### config.mk
export PLATFORM = sky130hd
export DESIGN_NAME = y_rr_mux
export DESIGN_NICKNAME = d
export VERILOG_FILES = /design/src/rtl/y_rr_mux.sv
export SDC_FILE = /design/constraint.sdc
export NUM_CORES = 1
export LEC_CHECK = 0
export ABC_AREA = 0
export BUFFER_PORTS_ARGS = -buffer_cell sky130_fd_sc_hd__buf_2
export CAP_MARGIN = 20
export CORE_ASPECT_RATIO = 0.75
export CORE_UTILIZATION = 40
export CTS_CLUSTER_DIAMETER = 50
export DETAILED_ROUTE_END_ITERATION = 8
export GPL_ROUTABILITY_DRIVEN = 0
export PLACE_DENSITY = 0.82
export SETUP_SLACK_MARGIN = 0.2
export SLEW_MARGIN = 20
export SYNTH_ARGS = -nofsm -noshare
export SYNTH_HDL_FRONTEND = slang
export SYNTH_SLANG_ARGS = --single-unit
### constraint.sdc
create_clock -name clk -period 3.85 [get_ports clk]
set_input_delay 0.1925 -clock clk [delete_from_list [all_inputs] [get_ports clk]]
set_output_delay 0.1925 -clock clk [all_outputs]
set_load 0.005 [all_outputs]
### src/rtl/y_rr_mux.sv
// y_rr_mux: N-channel, SIZE-bit arbitrating multiplexer with one registered output stage.
// The select comes from an internal arbiter: round-robin (mode=0) or fixed priority,
// lowest index first (mode=1).
// Ports:
//   clk, rst_n        clock, asynchronous active-low reset
//   in_data/in_valid  NCH packed input channels (channel i at [i*SIZE +: SIZE]) and requests
//   in_ready          per-channel accept, one-hot or zero, combinational
//   mode              0 = round-robin, 1 = fixed priority
//   out_data/out_sel  registered selected word and the index of its source channel
//   out_valid         out_data/out_sel hold a word
//   out_ready         consumer accepts the word
module y_rr_mux #(
  parameter  int unsigned SIZE = 32,
  parameter  int unsigned NCH  = 4,
  localparam int unsigned SELW = $clog2(NCH)
) (
  input  logic                clk,
  input  logic                rst_n,
  input  logic [NCH*SIZE-1:0] in_data,
  input  logic [NCH-1:0]      in_valid,
  output logic [NCH-1:0]      in_ready,
  input  logic                mode,
  output logic [SIZE-1:0]     out_data,
  output logic [SELW-1:0]     out_sel,
  output logic                out_valid,
  input  logic                out_ready
);

  // One extra bit so that start + offset cannot overflow before the modulo-NCH fold
  localparam int unsigned CW = SELW + 1;

  logic [SELW-1:0] r_ptr;
  logic [SIZE-1:0] r_data;
  logic [SELW-1:0] r_sel;
  logic            r_valid;

  logic            w_load_en;
  logic            w_found;
  logic            w_xfer;
  logic [NCH-1:0]  w_grant;
  logic [SELW-1:0] w_gidx;
  logic [SELW-1:0] w_start;
  logic [SELW-1:0] w_ptr_nxt;
  logic [CW-1:0]   w_cand;
  logic [SIZE-1:0] w_gdata;

  // Output register can take a word when empty or being drained this cycle
  assign w_load_en = !r_valid || out_ready;

  // Fixed priority is a round-robin search that always starts at channel 0
  assign w_start = mode ? '0 : r_ptr;

  // Arbiter: first requesting channel found walking from w_start, wrapping at NCH
  always_comb begin
    w_grant = '0;
    w_gidx  = '0;
    w_found = 1'b0;
    w_cand  = '0;
    for (int unsigned k = 0; k < NCH; k++) begin
      w_cand = {1'b0, w_start} + CW'(k);
      if (w_cand >= CW'(NCH)) begin
        w_cand = w_cand - CW'(NCH);
      end
      if (!w_found && in_valid[w_cand[SELW-1:0]]) begin
        w_found = 1'b1;
        w_gidx  = w_cand[SELW-1:0];
      end
    end
    if (w_found) begin
      w_grant[w_gidx] = 1'b1;
    end
  end

  // One-hot AND-OR data mux driven by the grant vector
  always_comb begin
    w_gdata = '0;
    for (int unsigned i = 0; i < NCH; i++) begin
      if (w_grant[i]) begin
        w_gdata = w_gdata | in_data[i*SIZE +: SIZE];
      end
    end
  end

  assign w_xfer    = w_found && w_load_en;
  assign w_ptr_nxt = (w_gidx == SELW'(NCH - 1)) ? '0 : w_gidx + SELW'(1);

  // Accepts are suppressed while reset is asserted
  assign in_ready = (w_load_en && rst_n) ? w_grant : '0;

  // Output stage and round-robin pointer
  always_ff @(posedge clk or negedge rst_n) begin
    if (!rst_n) begin
      r_data  <= '0;
      r_sel   <= '0;
      r_valid <= 1'b0;
      r_ptr   <= '0;
    end else if (w_xfer) begin
      r_data  <= w_gdata;
      r_sel   <= w_gidx;
      r_valid <= 1'b1;
      if (!mode) begin
        r_ptr <= w_ptr_nxt;
      end
    end else if (out_ready) begin
      r_valid <= 1'b0;
    end
  end

  assign out_data  = r_data;
  assign out_sel   = r_sel;
  assign out_valid = r_valid;

endmodule

==> results of run 1 <==
## what timing repair did
action                                  in CTS  in global routing
hold buffers                                 1                  0
endpoints found under the setup margin       0                 15
endpoints found under the hold margin       37                  0
resized for setup                            0                  2
buffers inserted                             0                  2
## worst max path at each step
stage / slack, ns / end / depth (start not counted)
floorplan: 0.93 / out_data[0] / 11
global placement: 0.56 / out_data[16] / 9
detailed placement: 0.42 / out_data[16] / 9
CTS: 0.23 / in_ready[0] / 7
global route: 0.32 / in_ready[3] / 9
finish: 0.51 / in_ready[3] / 9
## through the flow
step | cells | total power, uW | hold slack [ns]
after global routing | 494 | 2610 | 0.145
after CTS | 492 | 2400 | 0.140
final | 494 | 2410 | 0.147
after detailed placement | 483 | 2050 | 0.275
after floorplan | 250 | 1560 | -0.103
after global placement | 483 | 2010 | 0.276
## critical path: stages, from the launching register on
cell	delay (ns)
dfrtp_1	0.52
nor4bb_2	0.26
a211oi_4	0.37
a211oi_1	0.16
or4_1	0.56
nand2_1	0.11
ha_1	0.34
buf_4	0.22
nor3b_1	0.18
buf_2	0.14
## where the power goes
| part | internal, uW | switching [uW] |
|---|---|---|
| clock network | 194 | 146 |
| logic | 633 | 728 |
| registers | 585 | 128 |
| total | 1410 | 1000 |
## kinds of logic after synthesis
family | Yosys count
fa+ha+maj | 4
flops | 37
xor+xnor | 1
compound gates | 91
buf+inv | 29
mux | 5
simple gates | 83
## Yosys cell counts
cell type	instances	area, sq um
mux2_2	2	22.5
a211oi_1	1	7.51
o21bai_1	1	7.51
nand3b_1	2	15.0
a221oi_2	1	15.0
inv_1	4	15.0
nor2_1	36	135
a32o_1	1	10.0
or4b_1	1	10.0
and4_1	1	8.76
xnor2_1	1	8.76
and4bb_2	1	12.5
nand2_1	29	109
nand2b_1	3	18.8
and2b_1	2	15.0
mux2i_1	3	30.0
and2_1	1	6.26
nor3b_1	4	30.0
a211oi_4	1	20.0
a22oi_1	18	135
a21oi_1	3	15.0
nor3_1	1	5.00
a21o_1	1	7.51
o311ai_0	1	8.76
buf_6	4	45.0
ha_1	4	50.1
o31ai_2	1	12.5
a31oi_1	33	206
or4_1	1	7.51
clkbuf_1	17	63.8
dfrtp_1	37	926
a41oi_4	1	27.5
buf_2	3	15.0
nor4bb_2	1	16.3
a222oi_1	24	240
o21ai_0	3	15.0
buf_1	1	3.75
a41oi_2	1	16.3
## flip-flops by register name, indices dropped and copies added, names as in the netlist
register,flops
out_sel,2
r_ptr,2
out_valid,1
out_data,32
## routing by layer
metal  vias to the layer above  wire length (microns)  global-route usage [%]
met5                         -                      0                       0
met4                         0                     89                    7.38
met3                        12                    687                    5.11
met2                       152                   3970                    43.8
met1                      1261                   3040                    29.5
li1                       1314                      -                       -
## final cells by class
cell class / count / area share (%)
inverter: 4 / 0.446
multi-input combinational: 184 / 37.2
clock inverter: 3 / 1.38
sequential: 37 / 27.5
tap: 75 / 2.79
clock buffer: 5 / 2.05
timing repair buffer: 186 / 28.6
==> run metrics, run 1 <==
die area=0.00609 sq mm; fin worst setup slack=0.513 ns; Reg2Reg Depth=9; peak fanout along the critical path=12; H-tree depth=2; dpl cell area=0.00322 sq mm; Rel. slew slack=35.7%; DRC=0; XOR/XNOR share of the synthesized area=0.379%; final core utilization=61.5%; clock transition at the registers of the reported paths=0.08 ns; largest family of logic cells by synthesized area=compound AO/OA/AOI/OAI gates; VDD IR max=0.286 mV; Hold EP=out_data[13]; worst setup path startpoint=r_ptr[0]; adder-cell area share of the yosys netlist=2.16%; TritonCTS clock tree=built; via count=2739; Compound-Gate Fraction of Synth Area=32.2%; actual slew at the worst max-slew pin=0.961 ns; CP Data Required Time=3.66 ns; cell area after layout=0.00336 sq mm; vias in the first global route=2461; Min-Delay Startpoint=in_data[77]; CORE AREA=0.00547 sq mm; min cycle time layout=3.34 ns; dpl hpwl=5830 microns; TritonCTS Buffers=5; hold depth=3; CP endpoint kind=primary output; Horiz. Die Dim=89.8 microns; largest net degree at the start of global routing=39; startpoint types=register; Seq/Total Area, Yosys=40.0%; Total GRT Usage=24.1%; Unique masters post-synth=38; first drt pass iteration count=5; unrepaired setup endpoints after global routing=no; Simple-Gate Fraction of Synth Area=16.8%; Num Clock Sinks=37; area grow syn2layout=45.4%; first-pass GRT wire length=11400 microns; status=finished, final reports clean; IO buf count=174; Vias/cell=5.54; Final Hold Fails=0; Slew Limit Fails=0; Routed wire per std cell=15.8 microns; pwr/cell area=718 mW/mm^2; Mean Syn Cell Area=9.25 sq um; FF/Latch Area=926 sq um; leading cell types in the layout, fill and taps excluded=buf_2 (174), dfrtp_1 (37), nor2_1 (36), a31oi_1 (33), nand2_1 (29); final period utilization=86.7%; Iter 0 DRT Violations=306; crit path DAT=3.14 ns; leakage=0.00160 uW; pre-CTS setup slack=0.417 ns; I/O Pins=175; Max Cap Violations=0; synthesized area=0.00231 sq mm; synthesized instance count=250; share of cells above drive strength 1=48.7%; worst skew pair latency=0.29 ns; Setup Viol. Count Final=0; Yosys Warn Count=0; final setup TNS=0 ns; clock skew=0.00767 ns; ANT nets after route=0; net count reported at finish=558; HP Class=primary input to register; Placement Rows=23; Max Root-Sink Buffers=2; r2r endpoint=out_data[16]; effective utilization at floorplan=42.3%; Synthesized Nets=390; Fmax achieved=300 MHz; post-synthesis register bit count=37; grt total ovfl=0; multiplexer share of the synthesized area=2.27%; R2R setup slack=0.57 ns; Multi-input gate area=0.00125 sq mm; Routed WL=7780 microns; most common cell after layout, fill and taps aside=buf_2; Die Ht=67.9 microns; Setup CP Type=register to primary output; r2r startpoint=r_ptr[0]; initial antenna violation count=0; CTS root buffer=clkbuf_8; Ant. Diodes=0; filler instances=507
Power figures use the tool's default switching activity.
==> run 2, diff against run 1 <==
CELL_PAD_IN_SITES_DETAIL_PLACEMENT = 2   (was default)
CELL_PAD_IN_SITES_GLOBAL_PLACEMENT = 2   (was default)
CORE_UTILIZATION = 21   (was 40)
PLACE_DENSITY = 0.83   (was 0.82)
==> run 2 against run 1 <==
Effect of this change:
- sequential cell count unchanged
- global-route usage decreased by 6.6 points
- core utilization decreased by 29 points
- sequential share of layout area decreased by 0.54 points
- critical path type unchanged
- count of clock-buffer cells in the layout increased by 1
==> run metrics, run 2 (synthesis gave the netlist of run 1 again) <==
TritonCTS clock tree=built; Max Cap Violations=0; vias in the first global route=2963; Max Root-Sink Buffers=2; first drt pass iteration count=5; CP Buf/Inv Count=2; kind of cell adding the most delay to the critical path=compound AO/OA/AOI/OAI gates; CP endpoint kind=primary output; largest net degree at the start of global routing=45; CP Data Required Time=3.66 ns; effective utilization at floorplan=22.1%; unrepaired setup endpoints after global routing=yes; status=finished, final reports clean; dpl cell area=0.00329 sq mm; PostCTS Resize Cnt=0; Routed wire per std cell=18.4 microns; Routed WL=10100 microns; via count=2792; Placement Rows=32; startpoint types=register; Rel. slew slack=38.3%; area grow syn2layout=48.3%; crit path DAT=3.20 ns; Setup Viol. Count Final=0; min cycle time layout=3.40 ns; VDD IR max=0.174 mV; Total GRT Usage=17.5%; filler instances=1224; crit-path max cell delay=0.53 ns; leading cell types in the layout, fill and taps excluded=buf_2 (174), dfrtp_1 (37), nor2_1 (36), a31oi_1 (33), nand2_1 (29); final period utilization=88.2%; Ant. Diodes=0; Slew Limit Fails=0; FF/Latch Area=926 sq um; Setup Fix Bufs, Post-CTS=0; H-tree depth=2; peak fanout along the critical path=24; Iter 0 DRT Violations=132; CORE AREA=0.0105 sq mm; Worst path slowest cell=a222oi_1; Vias/cell=5.07; Die Ht=92.9 microns; Fmax achieved=294 MHz; clock skew=0.00657 ns; dpl hpwl=7960 microns; clock transition at the registers of the reported paths=0.06 ns; DRC=0; grt total ovfl=0; IO buf count=174; cell area after layout=0.00343 sq mm; CTS root buffer=clkbuf_16; Num Clock Sinks=37; Horiz. Die Dim=123 microns; HP Class=primary input to asynchronous set/reset pin; final setup TNS=0 ns; share of cells above drive strength 1=48.2%; leakage=0.00160 uW; max reg flops=32; actual slew at the worst max-slew pin=0.925 ns; cells along the critical path=nor4bb_2 -> a211oi_4 -> o21ai_0 -> a222oi_1 -> ha_2 -> buf_4 -> nor3b_1 -> buf_2; first-pass GRT wire length=15200 microns; Final Hold Fails=0; # hold bufs at CTS=0; initial antenna violation count=0; net count reported at finish=554; TritonCTS Buffers=5; pwr/cell area=731 mW/mm^2; die area=0.0114 sq mm; worst skew pair latency=0.28 ns; I/O Pins=175; Setup CP Type=register to primary output; Multi-input gate area=0.00125 sq mm; ANT nets after route=0; most common cell after layout, fill and taps aside=buf_2
run 2: cell types whose count changed in the layout (fill, tap and decap cells not counted), sizes merged:
cell,delta
clkbuf,+1
bufinv,-1
dlygate4sd3,-1
clkinv,+1
clkinvlp,-1
buf,-3
run 2: power by group:
part	leakage, uW	switching (uW)	internal, uW
logic	0.00111	782	615
clock network	0.0000706	161	238
registers	0.000420	128	586
total	0.00160	1070	1440
run 2: layer usage:
layer / track usage, % / up-vias / part of all wire [%]
li1: - / 1308 / -
met1: 20.0 / 1358 / 41
met2: 31.6 / 120 / 50
met3: 5.23 / 6 / 8.8
met4: 3.92 / 0 / 0.74
met5: 0 / - / 0
run 2: layout make-up:
cell class / instances / share of cell area, %
clock buffer: 6 / 3.76
sequential: 37 / 27.0
inverter: 4 / 0.438
tap: 136 / 4.96
multi-input combinational: 184 / 36.4
timing repair buffer: 182 / 27.1
clock inverter: 2 / 0.292
run 2: worst paths after layout:
kind / slack (ns) / cells past startpoint / start / to
max: 0.45 / 8 / r_ptr[0] / in_ready[0]
max reg2reg: 0.56 / 9 / r_ptr[0] / out_data[7]
min in group clk: 0.17 / 3 / in_data[79] / out_data[15]
max in group asynchronous: 3.21 / 1 / rst_n / out_data[20]
min reg2reg: 0.55 / 2 / out_data[24] / out_data[24]
min: 0.06 / 1 / rst_n / out_data[3]
run 2: through the flow:
stage / instances / total power (uW) / hold slack [ns] / setup slack [ns] / utilization (%)
after detailed placement: 543 / 2120 / 0.403 / 0.431 / 31.3
after global routing: 551 / 2720 / 0.140 / 0.175 / 32.7
final: 551 / 2510 / 0.0559 / 0.453 / 32.7
after floorplan: 250 / 1560 / -0.103 / 0.934 / -
after CTS: 551 / 2550 / 0.102 / 0.327 / 32.7
after global placement: 543 / 2050 / 0.400 / 0.653 / 31.3
==> run 3, diff against run 2 <==
MAX_ROUTING_LAYER = met4   (was default)
==> run 3 against run 2 <==
Effect of this change:
- clock power is essentially flat
- highest routed layer unchanged
- count of clock-buffer cells in the layout unchanged
- first-iteration DRC count increased by 11%
- critical path depth is the same
- sequential share of layout area unchanged
- critical endpoint unchanged
- via count is 0.14% lower
==> run metrics, run 3 (synthesis gave the netlist of run 1 again) <==
net count reported at finish=554; Die Ht=92.9 microns; PostCTS Resize Cnt=0; leading cell types in the layout, fill and taps excluded=buf_2 (174), dfrtp_1 (37), nor2_1 (36), a31oi_1 (33), nand2_1 (29); Num Clock Sinks=37; clock transition at the registers of the reported paths=0.06 ns; DRC=0; worst skew pair latency=0.27 ns; first-pass GRT wire length=15200 microns; final period utilization=88.2%; IO buf count=174; Horiz. Die Dim=123 microns; CORE AREA=0.0105 sq mm; max reg flops=32; clock skew=0.00606 ns; leakage=0.00160 uW; Total GRT Usage=18.0%; Max Cap Violations=0; Crit path depth=8; Pint=1440 uW; filler instances=1224; ANT nets after route=0; kind of cell adding the most delay to the critical path=compound AO/OA/AOI/OAI gates; first drt pass iteration count=5; crit path DAT=3.20 ns; Max Root-Sink Buffers=2; Psw=1070 uW; initial antenna violation count=0; Setup CP Type=register to primary output; crit-path max cell delay=0.53 ns; H-tree depth=2; CP Data Required Time=3.66 ns; startpoint types=register; share of cells above drive strength 1=48.2%; Iter 0 DRT Violations=146; sw frac=42.7%; most common cell after layout, fill and taps aside=buf_2; dpl hpwl=7960 microns; unrepaired setup endpoints after global routing=yes; critical path endpoint=in_ready[0]; Routed wire per std cell=18.4 microns; Reg power frac=28.4%; Vias/cell=5.06; actual slew at the worst max-slew pin=0.937 ns; Reg2Reg Depth=9; status=finished, final reports clean; I/O Pins=175; largest net degree at the start of global routing=45; r2r endpoint=out_data[7]; peak fanout along the critical path=24; via count=2788; Final Hold Fails=0; r2r startpoint=r_ptr[0]; die area=0.0114 sq mm; Slew Limit Fails=0; Rel. slew slack=37.5%; total power=2510 uW; CP endpoint kind=primary output; Worst path slowest cell=a222oi_1; CTS root buffer=clkbuf_16; Setup Viol. Count Final=0; area grow syn2layout=48.3%; CP Buf/Inv Count=2; min cycle time layout=3.40 ns; effective utilization at floorplan=22.1%; pwr/cell area=732 mW/mm^2; clock share of power=15.9%; Setup Fix Bufs, Post-CTS=0; Fmax achieved=295 MHz; # hold bufs at CTS=0; vias in the first global route=2970; Ant. Diodes=0; cells along the critical path=nor4bb_2 -> a211oi_4 -> o21ai_0 -> a222oi_1 -> ha_2 -> buf_4 -> nor3b_1 -> buf_2; VDD IR max=0.174 mV; R2R setup slack=0.55 ns; TritonCTS clock tree=built; Placement Rows=32; final setup TNS=0 ns; grt total ovfl=0; Comb pwr share=55.7%; worst setup path startpoint=r_ptr[0]; HP Class=primary input to asynchronous set/reset pin; TritonCTS Buffers=5; Routed WL=10100 microns
## run 3: cell type report
class	count	area (sq um)	area share [%]
Clock buffer	6	129	3.76
Clock inverter	2	10.0	0.292
Inverter	4	15.0	0.438
Multi-Input combinational cell	184	1250	36.4
Sequential cell	37	926	27.0
Tap cell	136	170	4.96
Timing Repair Buffer	182	931	27.1
## run 3: worst min-delay path by stage
stage | endpoint | startpoint | slack (ns) | cells past startpoint
5_1_grt | out_data[27] | rst_n | 0.14 | 1
4_1_cts | out_data[3] | rst_n | 0.10 | 1
3_3_place_gp | out_data[3] | rst_n | 0.40 | 1
2_1_floorplan | out_data[0] | rst_n | -0.10 | 0
3_5_place_dp | out_data[3] | rst_n | 0.40 | 1
6_report | out_data[3] | rst_n | 0.06 | 1
## run 3: stage by stage
step           cell area, sq um  setup slack, ns  hold slack (ns)  instances  utilization, %
2_1_floorplan              2310            0.934           -0.103        250               -
3_3_place_gp               3290            0.653            0.400        543            31.3
3_5_place_dp               3290            0.431            0.403        543            31.3
4_1_cts                    3430            0.327            0.102        551            32.7
5_1_grt                    3430            0.175            0.140        551            32.7
6_report                   3430            0.455           0.0581        551            32.7
## run 3: power groups by stage
stage	Clock (uW)	Combinational [uW]	Sequential, uW
floorplan	0	847	708
global placement	0	1350	705
detailed placement	0	1400	725
CTS	422	1410	718
global route	435	1540	747
finish	399	1400	713
## run 3: routing by layer
metal	global-route usage, %	routed length [microns]
met1	20.8	4240
met3	4.00	765
met2	31.6	5060
met5	-	0
met4	3.92	76
